File: config.mk
export PLATFORM = sky130hd
export DESIGN_NAME = mc_ctrl16
export DESIGN_NICKNAME = d
export VERILOG_FILES = /design/src/rtl/mc_ctrl16.sv
export SDC_FILE = /design/constraint.sdc
export NUM_CORES = 1
export LEC_CHECK = 0
export ABC_CLOCK_PERIOD_IN_PS = 2000
export CORE_MARGIN = 1.5
export CORE_UTILIZATION = 34
export CTS_BUF_LIST = sky130_fd_sc_hd__clkbuf_16
export DETAILED_ROUTE_END_ITERATION = 8
export PLACE_DENSITY = 0.69
export REMOVE_ABC_BUFFERS = 1
export SKIP_LAST_GASP = 1
export SYNTH_ARGS = -nofsm -noshare
export SYNTH_HDL_FRONTEND = slang
export SYNTH_SLANG_ARGS = --single-unit
File: constraint.sdc
create_clock -name clk -period 2 [get_ports clk]
set_input_delay 0.4 -clock clk [delete_from_list [all_inputs] [get_ports clk]]
set_output_delay 0.4 -clock clk [all_outputs]
set_load 0.02 [all_outputs]
File: src/rtl/mc_ctrl16.sv
// mc_ctrl16: multicycle control sequencer for the 16-bit RISC-V datapath.
// Moore decode of state; enables qualified by mem_ack are combinational.
module mc_ctrl16 #(
    parameter int unsigned OPW      = 4,
    parameter int unsigned MAX_WAIT = 15
) (
    input  logic           clk,
    input  logic           rst_n,
    input  logic           run,
    input  logic [OPW-1:0] opcode,
    input  logic           zero,
    input  logic           mem_ack,
    output logic           mem_req,
    output logic           mem_we,
    output logic           pc_en,
    output logic           ir_en,
    output logic           ab_en,
    output logic           alu_en,
    output logic           mdr_en,
    output logic           rf_we,
    output logic [1:0]     alu_sel,
    output logic           pc_sel,
    output logic           busy,
    output logic           err
);

    localparam logic [2:0] S_IDLE   = 3'd0;
    localparam logic [2:0] S_FETCH  = 3'd1;
    localparam logic [2:0] S_DECODE = 3'd2;
    localparam logic [2:0] S_EXEC   = 3'd3;
    localparam logic [2:0] S_MEM    = 3'd4;
    localparam logic [2:0] S_WB     = 3'd5;
    localparam logic [2:0] S_HALT   = 3'd6;
    localparam logic [2:0] S_ERR    = 3'd7;

    localparam logic [OPW-1:0] OP_ALUR  = OPW'(4'h0);
    localparam logic [OPW-1:0] OP_ALUI  = OPW'(4'h1);
    localparam logic [OPW-1:0] OP_LOAD  = OPW'(4'h2);
    localparam logic [OPW-1:0] OP_STORE = OPW'(4'h3);
    localparam logic [OPW-1:0] OP_BR    = OPW'(4'h4);
    localparam logic [OPW-1:0] OP_JAL   = OPW'(4'h5);
    localparam logic [OPW-1:0] OP_HALT  = OPW'(4'hF);

    logic [2:0]     r_state;
    logic [2:0]     w_next;
    logic [OPW-1:0] r_op;
    logic [3:0]     r_wait;
    logic           r_err;
    logic           w_in_mem;
    logic           w_timeout;

    assign w_in_mem  = (r_state == S_FETCH) || (r_state == S_MEM);
    // The wait that would bring the counter up to MAX_WAIT is the one that times out.
    assign w_timeout = (r_wait == 4'(MAX_WAIT - 1));

    always_comb begin
        w_next = r_state;
        case (r_state)
            S_IDLE: if (run) w_next = S_FETCH;
            S_FETCH: begin
                if (mem_ack)        w_next = S_DECODE;
                else if (w_timeout) w_next = S_ERR;
            end
            S_DECODE: begin
                case (opcode)
                    OP_ALUR, OP_ALUI, OP_LOAD,
                    OP_STORE, OP_BR, OP_JAL: w_next = S_EXEC;
                    OP_HALT:                 w_next = S_HALT;
                    default:                 w_next = S_ERR;
                endcase
            end
            S_EXEC: begin
                if ((r_op == OP_LOAD) || (r_op == OP_STORE))     w_next = S_MEM;
                else if ((r_op == OP_ALUR) || (r_op == OP_ALUI)) w_next = S_WB;
                else                                             w_next = S_FETCH;
            end
            S_MEM: begin
                if (mem_ack)        w_next = (r_op == OP_LOAD) ? S_WB : S_FETCH;
                else if (w_timeout) w_next = S_ERR;
            end
            S_WB:    w_next = S_FETCH;
            default: w_next = r_state;
        endcase
    end

    always_ff @(posedge clk) begin
        if (!rst_n) begin
            r_state <= S_IDLE;
            r_op    <= '0;
            r_wait  <= '0;
            r_err   <= 1'b0;
        end else begin
            r_state <= w_next;
            if (r_state == S_DECODE) r_op <= opcode;
            // Counter clears in every other state, so entry to FETCH/MEM starts at zero.
            r_wait  <= (w_in_mem && !mem_ack) ? r_wait + 4'd1 : '0;
            if (w_next == S_ERR) r_err <= 1'b1;
        end
    end

    always_comb begin
        mem_req = 1'b0;
        mem_we  = 1'b0;
        pc_en   = 1'b0;
        ir_en   = 1'b0;
        ab_en   = 1'b0;
        alu_en  = 1'b0;
        mdr_en  = 1'b0;
        rf_we   = 1'b0;
        alu_sel = 2'b00;
        pc_sel  = 1'b0;
        busy    = 1'b0;
        err     = 1'b0;
        if (rst_n) begin
            case (r_state)
                S_FETCH: begin
                    mem_req = 1'b1;
                    ir_en   = mem_ack;
                    pc_en   = mem_ack;
                end
                S_DECODE: ab_en = 1'b1;
                S_EXEC: begin
                    case (r_op)
                        OP_ALUR, OP_ALUI: begin
                            alu_en  = 1'b1;
                            alu_sel = 2'b01;
                        end
                        OP_BR: begin
                            alu_sel = 2'b10;
                            pc_en   = zero;
                            pc_sel  = zero;
                        end
                        OP_JAL: begin
                            alu_en  = 1'b1;
                            alu_sel = 2'b11;
                            pc_en   = 1'b1;
                            pc_sel  = 1'b1;
                            rf_we   = 1'b1;
                        end
                        default: alu_en = 1'b1;
                    endcase
                end
                S_MEM: begin
                    mem_req = 1'b1;
                    mem_we  = (r_op == OP_STORE);
                    mdr_en  = mem_ack && (r_op == OP_LOAD);
                end
                S_WB:    rf_we = 1'b1;
                default: ;
            endcase
            busy = (r_state != S_IDLE) && (r_state != S_HALT) && (r_state != S_ERR);
            err  = r_err;
        end
    end

endmodule

# Word level (Yosys, flattened, before mapping)
# Cells that the tools add are included.
# totals
mem_bits_ro	0
elab_cells	76
latchBits	0
ram_bits	0
regBits	12
n_memories	0
# classes
addsub	1
n_bitwise	0
mux	35
reduce_logical	16
n_mul	0
n_eq_ne	20
n_shift	0
n_lt_le_gt_ge	0
div_mod_pow	0
# ops
op	n
3-bit 2-to-1 mux	7
1-bit 2-to-1 mux	20
3-bit one-hot mux with 6 select lines	1
4-bit by 2-bit equality test with 1-bit output, second input constant	4
4-bit by 3-bit equality test with 1-bit output, second input constant	4
3-bit equality test, second input constant	3
4-bit by 1-bit equality test with 1-bit output, second input constant	2
4-bit equality test, second input constant	2
4-bit zero test	2
3-bit by 2-bit equality test with 1-bit output, second input constant	2
3-bit inequality test, second input constant	2
1-bit one-hot mux with 2 select lines	3
2-bit one-hot mux with 3 select lines	1
3-bit one-hot mux with 2 select lines	1
6-bit OR reduction	1
4-bit by 1-bit adder with 4-bit output, second input constant	1
1-bit logical AND	4
2-bit 2-to-1 mux	2
2-bit OR reduction	2
3-bit by 1-bit equality test with 1-bit output, second input constant	1
3-bit zero test	1
1-bit logical OR	3
3-bit nonzero test	1
2-bit AND reduction	1
1-bit zero test	1

# Longest topological paths before layout
# depth
depth_word	6
depth_mapped	6
depth_no_buf	6

# Worst setup path before layout
# No wires, ideal clock.
# synth_timing
kind	register to output
startpoint	register r_state[0]
endpoint	output alu_sel[0]
arrival_ns	1.782
n_path_buf	1
t_required_ns	1.600
path_stages_with_launch	4
setup_slack_ns	-0.182
cell_sequence	dfxtp_1 > buf_2 > nand4b_1 > a2111oi_0
# synth_between
elab_chain_len	3
# synth_lines
item	line	source
start, declared	44	logic [2:0] r_state;
start signal, assigned	93	r_state <= w_next;
3-bit by 2-bit equality test with 1-bit output	115	case (r_state)
2-bit 2-to-1 mux	115	
2-bit 2-to-1 mux	114	if (rst_n) begin
end, declared	21	output logic [1:0] alu_sel,
# No other way between the ends.

# Final worst setup path
# layout_timing
startpoint	register r_state[2]
endpoint	output pc_en
# layout_between
elab_chain_len	3
elab_cells_between_ends	4
cone_classes	eq/ne (2); mux (2)
# layout_lines
item	line	source
3-bit by 2-bit equality test with 1-bit output / 3-bit by 1-bit equality test with 1-bit output (equally long branches)	115	
1-bit one-hot mux with 2 select lines *	115	
1-bit 2-to-1 mux *	114	
end, declared	15	output logic pc_en,
# Every way passes the cells marked *; elsewhere a longest branch is shown, timed or not.

==> qor.yml <==
status: "completed"
cts_buffer_depth: 2
grt_remaining_overflow: 0
holdCritPathClass: "reg -> reg"
finalWeightedCongestion: 0.8227
postRouteAntennaNets: 0
synth_edf_count: 0
critical_path_class: "reg -> out"
dieArea_um2: 2530
dp_hpwl_um: 1488
clk_pin_slew_ns: 0.04
report.final.slew_viol_count: 0
final-hold-violation-count: 0
cts.sinks: 12
synthFlopType: "dfxtp_1"
worst-r2r-cell-count: 6
crit_end: "pc_en"
wl_per_cell_um: 12.11
finalWorstSetupSlack_ns: 0.06918
synthTopCellsByArea: "dfxtp_1 (32%), nor2b_1 (6.6%), nor2_1 (5.9%)"
start_util: 0.3725
post-place-ws_ns: -0.6678
crit_fanout: 3
syn_to_final_growth_pct: 57.57
fin_crit_sh: 0.9654
core_area_um2: 2042
cts-root-buf: "clkbuf_16"
maxCapViolations: 0
die_y_um: 50.30
route.vias.total: 786
num_rows: 16
htreeDepth: 1
cp.arrival_ns: 1.53
grt_max_degree: 14
post_cts_buffers: 0
synth.largest_area_cell: "dfxtp_1"
grt_pass1_vias: 786
avgSynthCellArea_um2: 8.453
antenna_found_initial: 0
startpoint: "r_state[2]$_SDFF_PN0_"
viasPerCell: 4.943
diodes: 0
die_width_um: 50.30
max_freq_mhz: 517.9
firstDrtPassIters: 4
ios: 22
r2r-start: "r_state[2]$_SDFF_PN0_"
final.setup.tns_ns: 0
synth_warnings: 0
cts_hold_buf: 0
yosysSeqAreaShare: 0.3158
vdd_ir_drop_max_v: 0.0004925
p_per_area_nw_per_um2: 681.2
relSlewSlack: 0.7578
syn_area_um2: 760.7
drive_gt1_frac: 0.3030
startpoint_type: "flop"
holdPathStages: 1
grt.total_usage: 0.1650
postSynthCellCount: 90
regToRegEndpoint: "r_err$_SDFFE_PN0N_"
drt-total-wl_um: 1926
drc: 0
cp.required_ns: 1.60
portBuffers: 21
synth-seq-cells: 12
r2r_slack_ns: 0.39
finalClockSkew_ns: 0.001853
nFillCells: 199
worst_pin_slew_ns: 0.3542
async_flop_share: 0
leakagePower_nw: 0.5534
finalCriticalPeriod_ns: 1.931
rsz0062_at_grt: "yes"
setup_viol: 0
cts_tree: "built"
synth_top_area_share: 0.3158
numCtsBuffers: 3
drt_iter0_drc: 11
nets: 144
end_kind: "output port"
clk_latency_ns: 0.24
grt_pass1_wl_um: 3256
synth_cell_types: 39
## synthesized netlist by cell type, types with 4 or more instances
master	count
nor2_1	12
mux2i_1	4
inv_1	5
nand2_1	6
nor2b_1	8
dfxtp_1	12
## power breakdown
group / leakage (nW) / switching [W] / internal, W
Sequential: 0.0974 / 0.0000100 / 0.000253
Combinational: 0.417 / 0.0000934 / 0.0000959
Clock: 0.0385 / 0.000102 / 0.000263
## layout make-up
type	instances	area [um2]	area share
clock inverters	1	3.754	0.003132
well taps	27	33.78	0.02818
repair buffers	42	341.6	0.2850
clock buffers	3	75.07	0.06263
multi-input cells	69	485.5	0.4050
inverters	5	18.77	0.01566
flip-flops and latches	12	240.2	0.2004
## logic make-up after synthesis
kind of cell / after synthesis / share of synthesized area
muxes: 5 / 0.06744
buffers and inverters: 9 / 0.05592
DFF: 12 / 0.3158
AOI/OAI and AO/OA: 17 / 0.1908
xor gates and xnor gates: 2 / 0.02303
and+or+nand+nor: 43 / 0.3141
adders and majority gates: 2 / 0.03289
## worst min-delay path by stage
stage / startpoint / to / slack (ns)
after floorplan: r_err$_SDFFE_PN0N_ / r_err$_SDFFE_PN0N_ / 0.43
after CTS: r_wait[0]$_SDFF_PN0_ / r_wait[0]$_SDFF_PN0_ / 0.47
after detailed placement: r_wait[0]$_SDFF_PN0_ / r_wait[0]$_SDFF_PN0_ / 0.46
after global placement: r_wait[0]$_SDFF_PN0_ / r_wait[0]$_SDFF_PN0_ / 0.45
after global routing: r_wait[0]$_SDFF_PN0_ / r_wait[0]$_SDFF_PN0_ / 0.48
final: r_wait[0]$_SDFF_PN0_ / r_wait[0]$_SDFF_PN0_ / 0.46
## repair_timing
item / 4_1_cts / 5_1_grt
pin swaps: 1 / 1
setup endpoints to repair: 13 / 7
gates resized for setup: 30 / 10
## registers in the layout, indices dropped and copies added (netlist names)
name and flops:
r_err 1, r_op 4, r_state 3, r_wait 4
## metal layers
layer | track usage | part of all wire
met1 | 0.2022 | 0.46
met2 | 0.2917 | 0.50
met3 | 0.02679 | 0.037
met4 | 0.05405 | 0.0067
met5 | 0 | 0
## critical path: stages (launching register included)
cell and delay [ns]:
dfxtp_1 0.30, nand4b_1 0.26, nor4b_2 0.31, o21a_1 0.19
or2_2 0.12, buf_6 0.11
## metrics by stage
step / utilization / power [W] / cell area, um2 / hold WS [ns] / instances
finish: 0.5870 / 0.0008165 / 1199 / 0.4586 / 159
global route: 0.5870 / 0.0008568 / 1199 / 0.4846 / 159
CTS: 0.5919 / 0.0008213 / 1209 / 0.4657 / 159
detailed placement: 0.5576 / 0.0004593 / 1139 / 0.4556 / 155
global placement: 0.5576 / 0.0004569 / 1139 / 0.4460 / 155
floorplan: - / 0.0003629 / 737.0 / 0.4290 / 86
## layout by cell type (no fill, tap or decap), types with 2 or more instances in the layout
cell	count
dlygate4sd2_1	4
nand3_1	2
ha_1	2
clkdlybuf4s50_1	8
nand4_1	2
o21a_1	2
o211ai_1	2
nor2b_1	8
clkbuf_16	3
dfxtp_1	12
o21ai_0	2
nor2_1	11
and2b_1	2
nand2b_1	2
mux2i_1	4
and3_1	2
nand2_1	6
clkbuf_2	4
inv_1	5
buf_6	2
buf_4	21
(Power assumes the default switching activity.)
